File: src/rtl/multicycle_sequencer_if.sv
// Execute-side request/response bus of the multicycle sequencer.
interface multicycle_sequencer_if #(
  parameter int XLEN  = 32,
  parameter int TAG_W = 5
);
  logic             req_valid;
  logic [1:0]       req_unit;
  logic [TAG_W-1:0] req_tag;
  logic [XLEN-1:0]  req_rdata1;
  logic [XLEN-1:0]  req_rdata2;
  logic             clear;
  logic             stall;
  logic             busy;
  logic             resp_valid;
  logic [TAG_W-1:0] resp_tag;
  logic [XLEN-1:0]  resp_data;

  modport master (
    output req_valid, req_unit, req_tag, req_rdata1, req_rdata2, clear,
    input  stall, busy, resp_valid, resp_tag, resp_data
  );

  modport slave (
    input  req_valid, req_unit, req_tag, req_rdata1, req_rdata2, clear,
    output stall, busy, resp_valid, resp_tag, resp_data
  );
endinterface

File: src/rtl/multicycle_sequencer.sv
// Issues one operation at a time to the divider / multiplier / clmul units and returns the tagged result.
// Optional watchdog on WAIT/DRAIN enabled by defining MCS_TIMEOUT_EN.
module multicycle_sequencer #(
  parameter int XLEN           = 32,
  parameter int TAG_W          = 5,
  parameter int TIMEOUT_CYCLES = 64
) (
  input  logic                 clk,
  input  logic                 rst,
  multicycle_sequencer_if.slave exe,
  output logic [XLEN-1:0]      op_rdata1,
  output logic [XLEN-1:0]      op_rdata2,
  output logic                 div_enable,
  output logic                 mul_enable,
  output logic                 clmul_enable,
  input  logic                 div_ready,
  input  logic [XLEN-1:0]      div_result,
  input  logic                 mul_ready,
  input  logic [XLEN-1:0]      mul_result,
  input  logic                 clmul_ready,
  input  logic [XLEN-1:0]      clmul_result,
  output logic                 timeout_err
);

  typedef enum logic [2:0] {IDLE, ISSUE, WAIT, DONE, DRAIN} state_t;

  state_t           state, state_next;
  logic [1:0]       unit_q;
  logic [TAG_W-1:0] tag_q;
  logic [XLEN-1:0]  rdata1_q, rdata2_q, result_q;
  logic             accept;
  logic             sel_ready;
  logic [XLEN-1:0]  sel_result;
  logic             timeout_hit;
  logic             stall_c, resp_valid_c;

  assign accept = exe.req_valid & ~exe.clear & (exe.req_unit != 2'd3);

  always_comb begin
    sel_ready  = 1'b0;
    sel_result = '0;
    case (unit_q)
      2'd0:    begin sel_ready = div_ready;   sel_result = div_result;   end
      2'd1:    begin sel_ready = mul_ready;   sel_result = mul_result;   end
      2'd2:    begin sel_ready = clmul_ready; sel_result = clmul_result; end
      default: begin sel_ready = 1'b0;        sel_result = '0;           end
    endcase
  end

`ifdef MCS_TIMEOUT_EN
  localparam int CNT_W = $clog2(TIMEOUT_CYCLES) + 1;
  logic [CNT_W-1:0] wait_cnt;

  // Restarts on every entry into WAIT or DRAIN, including WAIT -> DRAIN.
  always_ff @(posedge clk) begin
    if (!rst)
      wait_cnt <= '0;
    else if ((state_next != state) && (state_next == WAIT || state_next == DRAIN))
      wait_cnt <= '0;
    else if (state == WAIT || state == DRAIN)
      wait_cnt <= wait_cnt + 1'b1;
  end

  assign timeout_hit = (wait_cnt == CNT_W'(TIMEOUT_CYCLES - 1));
`else
  assign timeout_hit = 1'b0;
`endif

  always_comb begin
    state_next   = state;
    stall_c      = 1'b0;
    resp_valid_c = 1'b0;
    div_enable   = 1'b0;
    mul_enable   = 1'b0;
    clmul_enable = 1'b0;
    timeout_err  = 1'b0;
    case (state)
      IDLE: begin
        if (accept) begin
          stall_c    = 1'b1;
          state_next = ISSUE;
        end
      end
      ISSUE: begin
        stall_c = 1'b1;
        if (exe.clear) begin
          state_next = IDLE;
        end else begin
          div_enable   = (unit_q == 2'd0);
          mul_enable   = (unit_q == 2'd1);
          clmul_enable = (unit_q == 2'd2);
          state_next   = WAIT;
        end
      end
      WAIT: begin
        stall_c = 1'b1;
        if (sel_ready) begin
          state_next = exe.clear ? IDLE : DONE;
        end else if (timeout_hit) begin
          timeout_err = 1'b1;
          state_next  = IDLE;
        end else if (exe.clear) begin
          state_next = DRAIN;
        end
      end
      DONE: begin
        resp_valid_c = ~exe.clear;
        state_next   = IDLE;
      end
      DRAIN: begin
        stall_c = 1'b1;
        if (sel_ready) begin
          state_next = IDLE;
        end else if (timeout_hit) begin
          timeout_err = 1'b1;
          state_next  = IDLE;
        end
      end
      default: state_next = IDLE;
    endcase
  end

  always_ff @(posedge clk) begin
    if (!rst) begin
      state    <= IDLE;
      unit_q   <= '0;
      tag_q    <= '0;
      rdata1_q <= '0;
      rdata2_q <= '0;
      result_q <= '0;
    end else begin
      state <= state_next;
      if (state == IDLE && accept) begin
        unit_q   <= exe.req_unit;
        tag_q    <= exe.req_tag;
        rdata1_q <= exe.req_rdata1;
        rdata2_q <= exe.req_rdata2;
      end
      if (state == WAIT && sel_ready && !exe.clear)
        result_q <= sel_result;
    end
  end

  assign exe.stall      = stall_c;
  assign exe.busy       = (state != IDLE);
  assign exe.resp_valid = resp_valid_c;
  assign exe.resp_tag   = tag_q;
  assign exe.resp_data  = result_q;
  assign op_rdata1      = rdata1_q;
  assign op_rdata2      = rdata2_q;

endmodule

File: src/flat_wrapper.sv
// flat-port wrapper written by rule: the top's interface ports become plain ports
module multicycle_sequencer_flat 
#(
  parameter int XLEN           = 32,
  parameter int TAG_W          = 5,
  parameter int TIMEOUT_CYCLES = 64
)
  (clk, rst, op_rdata1, op_rdata2, div_enable, mul_enable, clmul_enable, div_ready, div_result, mul_ready, mul_result, clmul_ready, clmul_result, timeout_err, exe_req_valid, exe_req_unit, exe_req_tag, exe_req_rdata1, exe_req_rdata2, exe_clear, exe_stall, exe_busy, exe_resp_valid, exe_resp_tag, exe_resp_data);
  multicycle_sequencer_if #(.XLEN(XLEN), .TAG_W(TAG_W)) exe_i ();
  input  logic clk;
  input  logic rst;
  output logic [XLEN-1:0] op_rdata1;
  output logic [XLEN-1:0] op_rdata2;
  output logic div_enable;
  output logic mul_enable;
  output logic clmul_enable;
  input  logic div_ready;
  input  logic [XLEN-1:0] div_result;
  input  logic mul_ready;
  input  logic [XLEN-1:0] mul_result;
  input  logic clmul_ready;
  input  logic [XLEN-1:0] clmul_result;
  output logic timeout_err;
  input wire logic [$bits(exe_i.req_valid)-1:0] exe_req_valid;
  input wire logic [$bits(exe_i.req_unit)-1:0] exe_req_unit;
  input wire logic [$bits(exe_i.req_tag)-1:0] exe_req_tag;
  input wire logic [$bits(exe_i.req_rdata1)-1:0] exe_req_rdata1;
  input wire logic [$bits(exe_i.req_rdata2)-1:0] exe_req_rdata2;
  input wire logic [$bits(exe_i.clear)-1:0] exe_clear;
  output wire logic [$bits(exe_i.stall)-1:0] exe_stall;
  output wire logic [$bits(exe_i.busy)-1:0] exe_busy;
  output wire logic [$bits(exe_i.resp_valid)-1:0] exe_resp_valid;
  output wire logic [$bits(exe_i.resp_tag)-1:0] exe_resp_tag;
  output wire logic [$bits(exe_i.resp_data)-1:0] exe_resp_data;
  assign exe_i.req_valid = exe_req_valid;
  assign exe_i.req_unit = exe_req_unit;
  assign exe_i.req_tag = exe_req_tag;
  assign exe_i.req_rdata1 = exe_req_rdata1;
  assign exe_i.req_rdata2 = exe_req_rdata2;
  assign exe_i.clear = exe_clear;
  assign exe_stall = exe_i.stall;
  assign exe_busy = exe_i.busy;
  assign exe_resp_valid = exe_i.resp_valid;
  assign exe_resp_tag = exe_i.resp_tag;
  assign exe_resp_data = exe_i.resp_data;
  multicycle_sequencer #(.XLEN(XLEN), .TAG_W(TAG_W), .TIMEOUT_CYCLES(TIMEOUT_CYCLES)) u_core (.clk(clk), .rst(rst), .exe(exe_i), .op_rdata1(op_rdata1), .op_rdata2(op_rdata2), .div_enable(div_enable), .mul_enable(mul_enable), .clmul_enable(clmul_enable), .div_ready(div_ready), .div_result(div_result), .mul_ready(mul_ready), .mul_result(mul_result), .clmul_ready(clmul_ready), .clmul_result(clmul_result), .timeout_err(timeout_err));
endmodule
File: config.mk
export PLATFORM = sky130hd
export DESIGN_NAME = multicycle_sequencer_flat
export DESIGN_NICKNAME = d
export VERILOG_FILES = /design/src/rtl/multicycle_sequencer_if.sv /design/src/rtl/multicycle_sequencer.sv /design/src/flat_wrapper.sv
export SDC_FILE = /design/constraint.sdc
export NUM_CORES = 1
export LEC_CHECK = 0
export CORE_ASPECT_RATIO = 1.4
export CORE_MARGIN = 5
export CORE_UTILIZATION = 35
export CTS_CLUSTER_SIZE = 16
export DETAILED_ROUTE_END_ITERATION = 10
export DONT_BUFFER_PORTS = 1
export GPL_ROUTABILITY_DRIVEN = 1
export SETUP_SLACK_MARGIN = 0.02
export SKIP_CTS_REPAIR_TIMING = 1
export SYNTH_ARGS = -nofsm -noshare
export SYNTH_HDL_FRONTEND = slang
export SYNTH_SLANG_ARGS = --single-unit
File: constraint.sdc
create_clock -name clk -period 2.1 [get_ports clk]
set_input_delay 0.21 -clock clk [delete_from_list [all_inputs] [get_ports clk]]
set_output_delay 0.21 -clock clk [all_outputs]
set_load 0.01 [all_outputs]
==> results of run 1 <==
[area by class of cell]
cell class                      instances  area (um^2)  area share
Clock buffer                           10        229.0     0.04384
Clock inverter                          4        77.57     0.01485
Inverter                                2        7.507    0.001437
Multi-Input combinational cell        337         2449      0.4689
Sequential cell                       106         2123      0.4066
Tap cell                              185        231.5     0.04432
Timing Repair Buffer                   12        105.1     0.02012
[per-layer routing]
layer	vias to the layer above	wire length, um	GRT usage
met5	-	0	0
li1	1685	-	-
met1	1546	4256	0.1376
met2	216	6455	0.2561
met3	20	1536	0.06215
met4	0	297	0.05677
[where the power goes]
part / switching (uW) / internal [uW] / leakage (uW)
Combinational: 172 / 170 / 0.00107
Clock: 704 / 1040 / 0.000149
Sequential: 86.3 / 2080 / 0.000861
Total: 963 / 3290 / 0.00208
[through the flow]
step,hold slack [ps],std cells
after CTS,-11.84,655
after floorplan,376.2,492
final,21.50,656
after global routing,1.555,656
after global placement,350.7,641
after detailed placement,354.8,641
[worst paths after layout]
path              slack, ps                     start                  endpoint  depth (start not counted)
hold reg to reg         500  u_core.exe.resp_data[20]  u_core.exe.resp_data[20]                          2
setup reg to reg        380           u_core.state[1]      u_core.op_rdata2[18]                          5
setup / recovery        240          u_core.unit_q[0]                mul_enable                          3
hold / removal           20                       rst      u_core.op_rdata2[13]                          1
[logic make-up after synthesis]
group | share of synthesized area
flip-flops | 0.4333
multiplexers | 0.2149
adder cells (fa/ha/maj) | 0.002044
XOR/XNOR | 0.001789
buffers and inverters | 0.06719
AO/OA/AOI/OAI | 0.08789
other | 0.0007657
AND/OR/NAND/NOR | 0.1921
[sequential cells by signal, indices dropped and copies added, names as in the netlist]
name,count
u_core.exe.resp_data,32
u_core.exe.resp_tag,5
u_core.op_rdata1,32
u_core.op_rdata2,32
u_core.state,3
u_core.unit_q,2
[worst max-delay path, cell delays in order (launching register included)]
cell and delay, ps:
dfxtp_2 540, buf_4 270, nor4b_1 320, buf_4 190
[synthesized netlist by cell type]
cell type and n:
nand3b_1 1, o21ai_2 1, o21ai_0 33, nor2b_1 72, buf_1 1, mux2_2 1, nor4b_4 1, buf_6 4
o21ai_1 7, buf_2 13, nand3_1 1, nor2_1 1, nand2_1 43, clkbuf_2 1, nor4_1 1, mux2i_1 104
and4b_1 1, inv_1 2, a31oi_1 1, xor2_1 1, nor4b_1 4, conb_1 1, o2bb2ai_1 24, buf_4 5
and2_4 1, clkbuf_1 16, nand4_1 33, nor3_2 1, buf_8 7, and3_1 2, maj3_1 1, dfxtp_1 106
a21oi_1 1
==> impl_metrics.ini, run 1 <==
[outcome]
outcome = complete, no violations

[die]
core_um2 = 13850
fp.dieW_um = 110.0
num_rows = 51
die_y_um = 150.0
initial_core_util = 0.3537
die_area_um2 = 16490
boundaryPins = 282

[layout]
final_common_cell = dfxtp_1
nNetsFinal = 642
final_cell_area_um2 = 5223
layout_common_cells = 105 x dfxtp_1, 104 x mux2i_1, 71 x nor2b_1, 43 x nand2_1
syn2layout_area_growth_pct = 6.643
diodes = 0
fill_cells = 1421
fin_util = 0.3772
layout-drive-gt1-share = 0.06582

[yosys]
synth_top_area_share = 0.4333
syn-instance-count = 492
synth_nets = 666
synth_area_um2 = 4897
ys_ff_latch = 106
ys_types = 33
synthesis.area_per_instance_um2 = 9.954
synth.area.top_cells = dfxtp_1 43%, mux2i_1 21%, nor2b_1 9.2%
synth_warnings = 0
yosysTopAreaCell = dfxtp_1
seq_area_frac_synth = 0.4333

[global_routing]
grt_pass1_vias = 3499
antenna_found_initial = 0
grt_pass1_wl_um = 18200
grt.total_usage = 0.1414
grt_max_degree = 139
globalRouteOverflowTotal = 0

[sta]
fmax_mhz = 537.6
relSlewSlack = 0.6571
min_period_over_period = 0.8858
hold_viol_final = 0
rsz0062_at_grt = false
setup_tns_ps = 0
tightest_slew_ps = 514.4
finalSetupViolCount = 0
period_minus_slack_ps = 1860
clock_skew_ps = 7.514
fin_ws_ps = 239.8
drv_slew = 0

[drt]
wl_per_cell_um = 19.13
wl_um = 12550
viasPerCell = 5.285
drt_iter0_drc = 94
via_count = 3467
drc_errors = 0
drtPass1Iterations = 4
ant_nets = 0

[worst_hold_path]
hold_path_class = in2reg

[setup_path]
cp-end-kind = output pin
cp.required_ps = 1890
worstPathMaxFanout = 19
startpoint_type = flip-flop
setup.worst_path.class = reg2out
arrival_ps = 1650

[run]
max_cap_viol_count = 0

[clock_tree]
path_clk_slew_ps = 70
cts_tree = yes
insertion_delay_ps = 330
cts_root_buffer = clkbuf_16
cts.sinks = 106
htree_levels = 3
clockBufferDepth = 2
cts_buffers = 9

[power_and_ir_drop]
finalPower_uw = 4248
leakage_uw = 0.002082
cellPowerDensity_nw_per_um2 = 813.4
ir_drop_mv = 0.3247

[place]
gp_congestion = 0.7673
place_area_um2 = 4906
dpl_worst_slack_ps = 384.4
dpl.hpwl_um = 9609
io_buffers = 0
Note: power is estimated with default switching activity, not from simulation.
==> run 2: changes to the inputs <==
- ABC_AREA: not set -> 1
==> run 2 against run 1 <==
  * Sequential share of layout area rose by 3.0 points
  * Largest power group unchanged
  * Synthesized cell count rose by 37%
  * Highest routed layer unchanged
  * Global-route usage rose by 1.7 points
  * Largest cell class is now sequential cells
  * Register-to-register slack improved by 110 ps
==> impl_metrics.ini, run 2 <==
[place]
io_buffers = 0
dpl.hpwl_um = 9839
dpl_worst_slack_ps = 487.3
gp_congestion = 0.8001
place_area_um2 = 4548

[layout]
final_cell_area_um2 = 4866
diodes = 0
layout-drive-gt1-share = 0.05159
final_common_cell = nor2_1
layout_common_cells = 235 x nor2_1, 134 x nand2_1, 106 x dfxtp_1, 93 x o21ai_0, 25 x nand3_1
fin_util = 0.3816
syn2layout_area_growth_pct = 7.968
nNetsFinal = 828
seq_area_um2 = 2122
fill_cells = 1355
multi_input_area_um2 = 2073

[setup_path]
cp-end-kind = output pin
crit_chain = inv_1, nor3_1, nand2_1, nor3_1
arrival_ps = 1610
cp_slowest_cell = nor3_1
setup.worst_path.class = reg2out
cp.required_ps = 1890
slowest_delay_ps = 440
crit_top_cell = nor3_1
worstPathMaxFanout = 4
critPathBufInv = 1
startpoint_type = flip-flop
cpLargestDelayFamily = simple AND/OR/NAND/NOR gates

[yosys]
ys_ff_latch = 106
synthMostInstantiatedCell = nor2_1
synth_warnings = 0
synthesis.area_per_instance_um2 = 6.677
synth_area_um2 = 4507
syn-instance-count = 675
synth_ff_type = dfxtp_1
ys_async_sr_fraction = 0
synth.area.top_cells = dfxtp_1 47%, nor2_1 20%, nand2_1 11%
synth_nets = 849
synth_edf_count = 0
synth_top_area_share = 0.4708
ys_types = 21
synthTopCellsByCount = 235 x nor2_1, 134 x nand2_1, 106 x dfxtp_1
seq_area_frac_synth = 0.4708
yosysTopAreaCell = dfxtp_1

[power_and_ir_drop]
ir_drop_mv = 0.4011
cellPowerDensity_nw_per_um2 = 1093
leakage_uw = 0.002015

[sta]
tightest_slew_ps = 668.3
hold_viol_final = 0
fin_ws_ps = 279.1
rsz0062_at_grt = false
fmax_mhz = 549.2
relSlewSlack = 0.5534
clock_skew_ps = 8.391
drv_slew = 0
min_period_over_period = 0.8671
finalSetupViolCount = 0
setup_tns_ps = 0
period_minus_slack_ps = 1821
whs_ps = 17.19

[drt]
ant_nets = 0
drtPass1Iterations = 4
viasPerCell = 5.067
wl_um = 13200
drt_iter0_drc = 224
wl_per_cell_um = 16.26
via_count = 4114
drc_errors = 0

[clock_tree]
cts_buffers = 9
path_clk_slew_ps = 70
cts_root_buffer = clkbuf_16
htree_levels = 3
clockBufferDepth = 2
insertion_delay_ps = 340
cts_tree = yes
cts.sinks = 106

[die]
initial_core_util = 0.3534
core_um2 = 12750
boundaryPins = 282
fp.dieW_um = 105.9
die_y_um = 144.3
die_area_um2 = 15280
num_rows = 49

[global_routing]
grt_max_degree = 107
antenna_found_initial = 0
globalRouteOverflowTotal = 0
grt_pass1_wl_um = 19510
grt_pass1_vias = 3948
grt.total_usage = 0.1588

[run]
max_cap_viol_count = 0

[worst_hold_path]
hold_path_class = in2reg

[outcome]
outcome = complete, no violations
-- run 2: changes by cell type after synthesis, moves of 5 or more --
cell / delta
buf_8: -7
o2bb2ai_1: -24
inv_1: +18
o21ai_0: +60
clkbuf_2: +5
nand2_1: +91
mux2i_1: -104
nand3_1: +24
nand4_1: -32
nor2b_1: -72
nor2_1: +234
o21ai_1: -7
-- run 2: cell type report --
| cell class | instances | area share |
|---|---|---|
| Clock inverter | 5 | 0.009257 |
| Multi-Input combinational cell | 502 | 0.4261 |
| Sequential cell | 106 | 0.4361 |
| Timing Repair Buffer | 10 | 0.01954 |
| Tap cell | 153 | 0.03934 |
| Inverter | 25 | 0.01980 |
| Clock buffer | 11 | 0.04988 |
-- run 2: final timing paths --
check                       start                      end  slack (ps)  cells past startpoint
max reg2reg      u_core.unit_q[0]  u_core.exe.resp_data[5]         490                      8
min reg2reg  u_core.op_rdata2[23]     u_core.op_rdata2[23]         530                      2
max               u_core.state[0]             clmul_enable         280                      4
min                           rst      u_core.op_rdata1[6]          20                      2
-- run 2: per-stage QoR --
stage          power (uW)  instances
4_1_cts              5392        809
2_1_floorplan        3529        675
6_report             5320        812
3_3_place_gp         3718        793
3_5_place_dp         3768        793
5_1_grt              5675        812
-- run 2: cell families (layout without fill, tap and decap cells) --
kind of cell / after synthesis / count (layout) / share of synthesized area
and+or+nand+nor: 406 / 406 / 0.3537
DFF: 106 / 106 / 0.4709
AOI/OAI and AO/OA: 95 / 95 / 0.1055
buffers and inverters: 67 / 51 / 0.06913
other: 1 / 1 / 0.0008321
-- run 2: metal layers --
layer / share of wire / vias to the layer above / global-route usage
li1: - / 2052 / -
met1: 0.36 / 1817 / 0.1594
met2: 0.50 / 225 / 0.2910
met3: 0.11 / 20 / 0.06387
met4: 0.023 / 0 / 0.06753
met5: 0 / - / 0
-- run 2: power breakdown --
| group | total (uW) | switching, uW | leakage, uW | internal (uW) |
|---|---|---|---|---|
| Clock | 1600 | 745 | 0.000139 | 857 |
| Combinational | 1130 | 737 | 0.00101 | 390 |
| Sequential | 2590 | 316 | 0.000864 | 2270 |
